$ cat config.mk
export PLATFORM = sky130hd
export DESIGN_NAME = xor_parity_accumulator_flat
export DESIGN_NICKNAME = d
export VERILOG_FILES = /design/src/rtl/xor_parity_accumulator_if.sv /design/src/rtl/xor_parity_accumulator.sv /design/src/flat_wrapper.sv
export SDC_FILE = /design/constraint.sdc
export NUM_CORES = 1
export LEC_CHECK = 0
export ABC_CLOCK_PERIOD_IN_PS = 2000
export CORE_AREA = 2 2 39 41
export CTS_CLUSTER_DIAMETER = 40
export DETAILED_ROUTE_END_ITERATION = 16
export DIE_AREA = 0 0 41 43
export DONT_BUFFER_PORTS = 1
export SKIP_CTS_REPAIR_TIMING = 1
export SLEW_MARGIN = 20
export SYNTH_ARGS = -nofsm -noshare
export SYNTH_HDL_FRONTEND = slang
export SYNTH_SLANG_ARGS = --single-unit
export TNS_END_PERCENT = 100
$ cat constraint.sdc
create_clock -name clk -period 2 [get_ports clk]
set_input_delay 0.3 -clock clk [delete_from_list [all_inputs] [get_ports clk]]
set_output_delay 0.3 -clock clk [all_outputs]
set_load 0.02 [all_outputs]
$ cat src/rtl/xor_parity_accumulator_if.sv
// Bus between a bit-stream source and the serial parity accumulator.
// The master drives frame control and data; the slave returns status and results.
interface xor_parity_accumulator_if #(
   parameter int FRAME_LEN = 8
) ();
   localparam int CW = $clog2(FRAME_LEN + 1);

   logic          start;
   logic          chk_en;
   logic          abort;
   logic          bit_in;
   logic          bit_valid;
   logic          busy;
   logic [CW-1:0] bit_count;
   logic          parity_out;
   logic          parity_err;
   logic          parity_valid;

   modport master (
      output start, chk_en, abort, bit_in, bit_valid,
      input  busy, bit_count, parity_out, parity_err, parity_valid
   );

   modport slave (
      input  start, chk_en, abort, bit_in, bit_valid,
      output busy, bit_count, parity_out, parity_err, parity_valid
   );
endinterface

$ cat src/rtl/xor_parity_accumulator.sv
// Serial parity stage: folds a FRAME_LEN-bit stream through a single XOR and a
// one-bit feedback register, producing the frame parity or a check-mode error flag.
module xor_parity_accumulator #(
   parameter int FRAME_LEN = 8,
   parameter bit ODD       = 1'b0
) (
   input  logic                      clk,
   input  logic                      rst_n,
   xor_parity_accumulator_if.slave   bus
);
   localparam int            CW   = $clog2(FRAME_LEN + 1);
   localparam logic [CW-1:0] LAST = CW'(FRAME_LEN - 1);

   typedef enum logic [1:0] {
      IDLE  = 2'd0,
      ACCUM = 2'd1,
      DONE  = 2'd2
   } state_t;

   state_t        r_state;
   state_t        w_nextState;
   logic          r_acc;
   logic          r_mode;
   logic          r_parityOut;
   logic          r_parityErr;
   logic [CW-1:0] r_count;
   logic          w_startOk;
   logic          w_bitAccept;
   logic          w_lastBit;
   logic          w_xor;

   assign w_xor = r_acc ^ bus.bit_in;

   // Abort outranks both start and data; start is only honoured outside ACCUM.
   always_comb begin
      w_nextState = r_state;
      w_startOk   = 1'b0;
      w_bitAccept = 1'b0;
      w_lastBit   = 1'b0;
      case (r_state)
         IDLE: begin
            if (bus.start && !bus.abort) begin
               w_startOk   = 1'b1;
               w_nextState = ACCUM;
            end
         end
         ACCUM: begin
            if (bus.abort) begin
               w_nextState = IDLE;
            end else if (bus.bit_valid) begin
               w_bitAccept = 1'b1;
               if (r_count == LAST) begin
                  w_lastBit   = 1'b1;
                  w_nextState = DONE;
               end
            end
         end
         DONE: begin
            if (bus.start && !bus.abort) begin
               w_startOk   = 1'b1;
               w_nextState = ACCUM;
            end else begin
               w_nextState = IDLE;
            end
         end
         default: w_nextState = IDLE;
      endcase
   end

   always_ff @(posedge clk or negedge rst_n) begin
      if (!rst_n) begin
         r_state <= IDLE;
      end else begin
         r_state <= w_nextState;
      end
   end

   // Results are captured on the last-bit edge so they are already stable in DONE.
   always_ff @(posedge clk or negedge rst_n) begin
      if (!rst_n) begin
         r_acc       <= 1'b0;
         r_mode      <= 1'b0;
         r_count     <= '0;
         r_parityOut <= 1'b0;
         r_parityErr <= 1'b0;
      end else if (w_startOk) begin
         r_acc       <= ODD;
         r_mode      <= bus.chk_en;
         r_count     <= '0;
         r_parityOut <= 1'b0;
         r_parityErr <= 1'b0;
      end else if (w_bitAccept) begin
         r_acc   <= w_xor;
         r_count <= r_count + 1'b1;
         if (w_lastBit) begin
            r_parityOut <= w_xor;
            r_parityErr <= r_mode & w_xor;
         end
      end
   end

   assign bus.busy         = (r_state == ACCUM);
   assign bus.parity_valid = (r_state == DONE);
   assign bus.bit_count    = r_count;
   assign bus.parity_out   = r_parityOut;
   assign bus.parity_err   = r_parityErr;
endmodule

$ cat src/flat_wrapper.sv
// flat-port wrapper written by rule: the top's interface ports become plain ports
module xor_parity_accumulator_flat 
#(
   parameter int FRAME_LEN = 8,
   parameter bit ODD       = 1'b0
)
  (clk, rst_n, bus_start, bus_chk_en, bus_abort, bus_bit_in, bus_bit_valid, bus_busy, bus_bit_count, bus_parity_out, bus_parity_err, bus_parity_valid);
  xor_parity_accumulator_if #(.FRAME_LEN(FRAME_LEN)) bus_i ();
  input  logic clk;
  input  logic rst_n;
  input wire logic [$bits(bus_i.start)-1:0] bus_start;
  input wire logic [$bits(bus_i.chk_en)-1:0] bus_chk_en;
  input wire logic [$bits(bus_i.abort)-1:0] bus_abort;
  input wire logic [$bits(bus_i.bit_in)-1:0] bus_bit_in;
  input wire logic [$bits(bus_i.bit_valid)-1:0] bus_bit_valid;
  output wire logic [$bits(bus_i.busy)-1:0] bus_busy;
  output wire logic [$bits(bus_i.bit_count)-1:0] bus_bit_count;
  output wire logic [$bits(bus_i.parity_out)-1:0] bus_parity_out;
  output wire logic [$bits(bus_i.parity_err)-1:0] bus_parity_err;
  output wire logic [$bits(bus_i.parity_valid)-1:0] bus_parity_valid;
  assign bus_i.start = bus_start;
  assign bus_i.chk_en = bus_chk_en;
  assign bus_i.abort = bus_abort;
  assign bus_i.bit_in = bus_bit_in;
  assign bus_i.bit_valid = bus_bit_valid;
  assign bus_busy = bus_i.busy;
  assign bus_bit_count = bus_i.bit_count;
  assign bus_parity_out = bus_i.parity_out;
  assign bus_parity_err = bus_i.parity_err;
  assign bus_parity_valid = bus_i.parity_valid;
  xor_parity_accumulator #(.FRAME_LEN(FRAME_LEN), .ODD(ODD)) u_core (.clk(clk), .rst_n(rst_n), .bus(bus_i));
endmodule
==> Word-level counts from Yosys, hierarchy flattened <==
Cells that the tools add are included.
{ "op_classes": {"addsub": 1, "n_eq_ne": 6, "n_reduce_logical": 8, "muxes": 25, "bitwise_logic": 2} }
{ "ops": {"columns": ["op", "count"], "rows": [
  ["2-to-1 mux 1 bit", 18],
  ["2-to-1 mux 2 bit", 4],
  ["2-to-1 mux 4 bit", 2],
  ["case mux 2 bit (3 select lines)", 1],
  ["adder 4 x 1 -> 4 bit, second input constant", 1],
  ["== test 4 x 3 -> 1 bit, second input constant", 1],
  ["nonzero test 2 bit", 2],
  ["!= test 3 x 2 -> 1 bit, second input constant", 1],
  ["!= test 3 bit, second input constant", 1],
  ["AND reduction 3 bit", 1],
  ["== test 2 x 1 -> 1 bit, second input constant", 1],
  ["== test 2 bit, second input constant", 1],
  ["zero test 2 bit", 1],
  ["!= test 2 x 1 -> 1 bit, second input constant", 1],
  ["AND reduction 2 bit", 1],
  ["OR reduction 2 bit", 1],
  ["bitwise AND 1 bit", 1],
  ["logical AND 1 bit", 1],
  ["zero test 1 bit", 1],
  ["XOR 1 bit", 1]
]} }
{ "totals": {"regBits": 10} }

==> Depth between registers and ports, before layout <==
{ "depth": {"ltp_word": 8, "depth_mapped": 4} }

==> Worst setup path before layout <==
No wires, ideal clock.
{ "synth_path": {"path_type": "register to register", "from": "register u_core.r_count[0] (netlist: u_core.bus.bit_count[0])", "to": "register u_core.r_parityOut (netlist: u_core.bus.parity_out)", "synth_period_minus_slack_ps": 1231, "setup_ps": 143, "stages_incl_launch_ff": 5, "arrival_ps": 1088, "setup_slack_ps": 769, "path_cell_list": "dfrtp_1 > ha_1 > and4b_1 > a21oi_1 > nor3_1"} }
{ "synth_between": {"elab_chain_cells": 7} }
{ "synth_lines": {"columns": ["item", "line_no", "source"], "rows": [
  ["start, declared", "xor_parity_accumulator.sv:26", "logic [CW-1:0] r_count;"],
  ["start signal, assigned", "xor_parity_accumulator.sv:94", "r_count <= r_count + 1'b1;"],
  ["== test 4 x 3 -> 1 bit", "xor_parity_accumulator.sv:52", "if (r_count == LAST) begin"],
  ["2-to-1 mux 1 bit", "xor_parity_accumulator.sv:52", null],
  ["2-to-1 mux 1 bit", "xor_parity_accumulator.sv:50", "end else if (bus.bit_valid) begin"],
  ["2-to-1 mux 1 bit", "xor_parity_accumulator.sv:48", "if (bus.abort) begin"],
  ["2-to-1 mux 1 bit", "xor_parity_accumulator.sv:40", "case (r_state)"],
  ["nonzero test 2 bit (no source line)", null, null],
  ["AND reduction 2 bit (no source line)", null, null],
  ["end signal, assigned", "xor_parity_accumulator.sv:96", "r_parityOut <= w_xor;"],
  ["end, declared", "xor_parity_accumulator.sv:24", "logic r_parityOut;"]
]} }
Every way passes these cells.
A chain may end at the register's enable or synchronous reset.

==> Worst setup path in the final report <==
Ends and elaborated chain as after synthesis.

==> results.sh <==
export IMPL_status="completed"
export IMPL_ff_latch_area_um2=250
export IMPL_clock_latency_ns=0.26
export IMPL_worst_path_max_delay_cell="dfrtp_1"
export IMPL_crit_chain="ha_1 -> nand4b_1 -> nor3_2 -> nor3_1"
export IMPL_setup_viol=0
export IMPL_grt_overflow=0
export IMPL_rsz0062_at_grt="no"
export IMPL_finalSetupTns_ns=0
export IMPL_final_common_cell="dfrtp_1"
export IMPL_synth_seq_cells=10
export IMPL_critical_path_top_delay_family="flip-flops"
export IMPL_drc_errors=0
export IMPL_netlist_top_cell_by_area="dfrtp_1"
export IMPL_crit_buf_inv=0
export IMPL_cts_max_level=1
export IMPL_synth_nets=54
export IMPL_grt_use_met3=0.0471
export IMPL_top_usage_layer="met2"
export IMPL_antenna_found_initial=0
export IMPL_area_growth_pct=10.4
export IMPL_cts_path_max_buffers=2
export IMPL_p_leak_nw=0.264
export IMPL_die_h_um=43
export IMPL_diodes=0
export IMPL_wl_per_cell_um=14.6
export IMPL_rows=14
export IMPL_initial_core_util=0.363
export IMPL_fin_util=0.401
export IMPL_vias=360
export IMPL_use_met2=0.191
export IMPL_finalCritPeriodShare=0.664
export IMPL_gp_congestion=0.758
export IMPL_num_io_pins=15
export IMPL_die_w_um=41
export IMPL_switching_share=0.289
export IMPL_switchingPower_w=0.000129
export IMPL_mostFrequentLayoutCells="10 x dfrtp_1, 8 x nand2_1, 4 x mux2i_1, 3 x nor2_1, 3 x clkbuf_4"
export IMPL_clk_pin_slew_ns=0.06
export IMPL_hold_class="in2reg"
export IMPL_syn_area_um2=503
export IMPL_worst_setup_path_type="reg2reg"
export IMPL_drt_first_pass_iters=4
export IMPL_cts_tree="built"
export IMPL_multi_input_area_um2=253
export IMPL_p_int_w=0.000317
export IMPL_maxCapViolCount=0
export IMPL_grtUsageTotal=0.132
export IMPL_start_kind="flop"
export IMPL_grt_pass1_wl_um=1520
export IMPL_ys_top_cells_by_area="dfrtp_1 50%, mux2i_1 8.0%, nand2_1 6.0%, and2b_2 3.5%, and4bb_4 3.2%"
export IMPL_synthCells=46
export IMPL_grt_pass1_vias=338
export IMPL_detail_route_antenna_nets=0
export IMPL_end_kind="flop"
export IMPL_crit_fanout=4
export IMPL_synth_top_area_share=0.498
export IMPL_slew_headroom=0.580
export IMPL_p_total_w=0.000446
export IMPL_arrival_ns=1.45
export IMPL_ir_drop_mv=0.258
export IMPL_gr_usage_met1=0.161
export IMPL_ys_seq_area_frac=0.498
export IMPL_port_buffers=0
export IMPL_final_setup_skew_ns=0.00246
export IMPL_pwr_density_cell_nw_per_um2=802
export IMPL_fmax_mhz=753
export IMPL_vias_per_cell=5.45
export IMPL_coreArea_um2=1380
export IMPL_numCtsBuffers=3
export IMPL_dieArea_um2=1760
export IMPL_drt_iter0_markers=3
export IMPL_nFillCells=145
export IMPL_ys_warnings_count=0
export IMPL_period_needed_ns=1.33
export IMPL_clock_sinks=10
export IMPL_p_comb_frac=0.127
export IMPL_wl_um=965
export IMPL_syn_avg_cell_area_um2=10.9
export IMPL_worstMarginPinSlew_ns=0.629
export IMPL_root_buffer="clkbuf_4"
export IMPL_grt_max_degree=11
export IMPL_seqPwrFrac=0.571
export IMPL_finalMaxSlewViolations=0
export IMPL_required_ns=2.12
export IMPL_clock_power_share=0.302
export IMPL_synth_distinct_cells=21
export IMPL_layout_nets=60
export IMPL_hold_viol_final=0
export IMPL_cpPeakStageDelay_ns=0.52
export IMPL_final_layout_size_suffix_gt1_frac=0.160
-- per-stage QoR --
| step | hold WS (ns) | worst slack (ns) | cells | cell area (µm²) |
|---|---|---|---|---|
| finish | 0.148 | 0.672 | 66 | 556 |
| global route | 0.167 | 0.603 | 66 | 556 |
| CTS | -0.275 | 0.663 | 65 | 546 |
| detailed placement | 0.00470 | 0.678 | 62 | 523 |
| global placement | 0.00469 | 0.675 | 62 | 523 |
| floorplan | 0.00441 | 0.769 | 46 | 503 |
-- synthesized netlist by cell type --
library cell,number
dfrtp_1,10
o21ai_1,1
nor3b_1,2
nand4b_1,1
or3b_4,1
nor3_2,1
or3b_1,1
nor3_1,1
a21oi_1,2
nor2_1,3
and2b_2,2
and4b_1,1
nand2b_1,1
nand4_1,2
o21ai_0,1
and4bb_4,1
xnor2_1,1
xor2_1,1
nand2_1,8
ha_1,1
mux2i_1,4
-- power by group through the flow --
stage,clock (W),combinational (W),sequential [W]
6_report,0.000135,0.0000568,0.000254
5_1_grt,0.000148,0.0000688,0.000257
3_3_place_gp,0,0.0000513,0.000258
3_5_place_dp,0,0.0000527,0.000258
4_1_cts,0.000136,0.0000527,0.000255
2_1_floorplan,0,0.0000456,0.000253
-- worst register-to-register path, delay by kind of cell, from the launching register on --
| kind | cells | cell delay [ns] |
|---|---|---|
| fa+ha+maj | 1 | 0.24 |
| flops | 1 | 0.52 |
| simple gates | 3 | 0.44 |
-- sequential cells by signal (all words and copies together), names as in the netlist --
| name | cells |
|---|---|
| u_core.bus.bit_count | 4 |
| u_core.bus.parity_err | 1 |
| u_core.bus.parity_out | 1 |
| u_core.r_acc | 1 |
| u_core.r_mode | 1 |
| u_core.r_state | 2 |
-- routing by layer --
metal  vias up  part of all wire
met5         -                 0
met4         0             0.015
met3         2             0.054
met2        15              0.49
met1       168              0.44
li1        175                 -
-- cell type report --
cell class,instances,area share
Tap cell,16,0.0360
Sequential cell,10,0.450
Multi-Input combinational cell,36,0.455
Timing Repair Buffer,1,0.0180
Clock buffer,3,0.0405
-- logic make-up (layout without fill, tap and decap cells) --
group,after synthesis,count (layout),share of synthesized area
compound gates,4,4,0.0398
xor+xnor,2,2,0.0348
fa+ha+maj,1,1,0.0249
buf+inv,0,4,0
flops,10,10,0.498
mux,4,4,0.0796
simple gates,25,25,0.323
-- final timing paths --
kind / startpoint / endpoint / slack (ns) / cells after the start
setup / recovery: u_core.bus.bit_count[0] / u_core.bus.parity_out / 0.67 / 4
hold / removal: bus_chk_en / u_core.r_mode / 0.15 / 2
setup reg to reg: u_core.bus.bit_count[0] / u_core.bus.parity_out / 0.67 / 4
hold reg to reg: u_core.r_mode / u_core.r_mode / 0.49 / 2
max in group asynchronous: rst_n / u_core.bus.bit_count[3] / 1.27 / 1
min in group asynchronous: rst_n / u_core.bus.parity_err / 0.42 / 1
(Power assumes the default switching activity.)
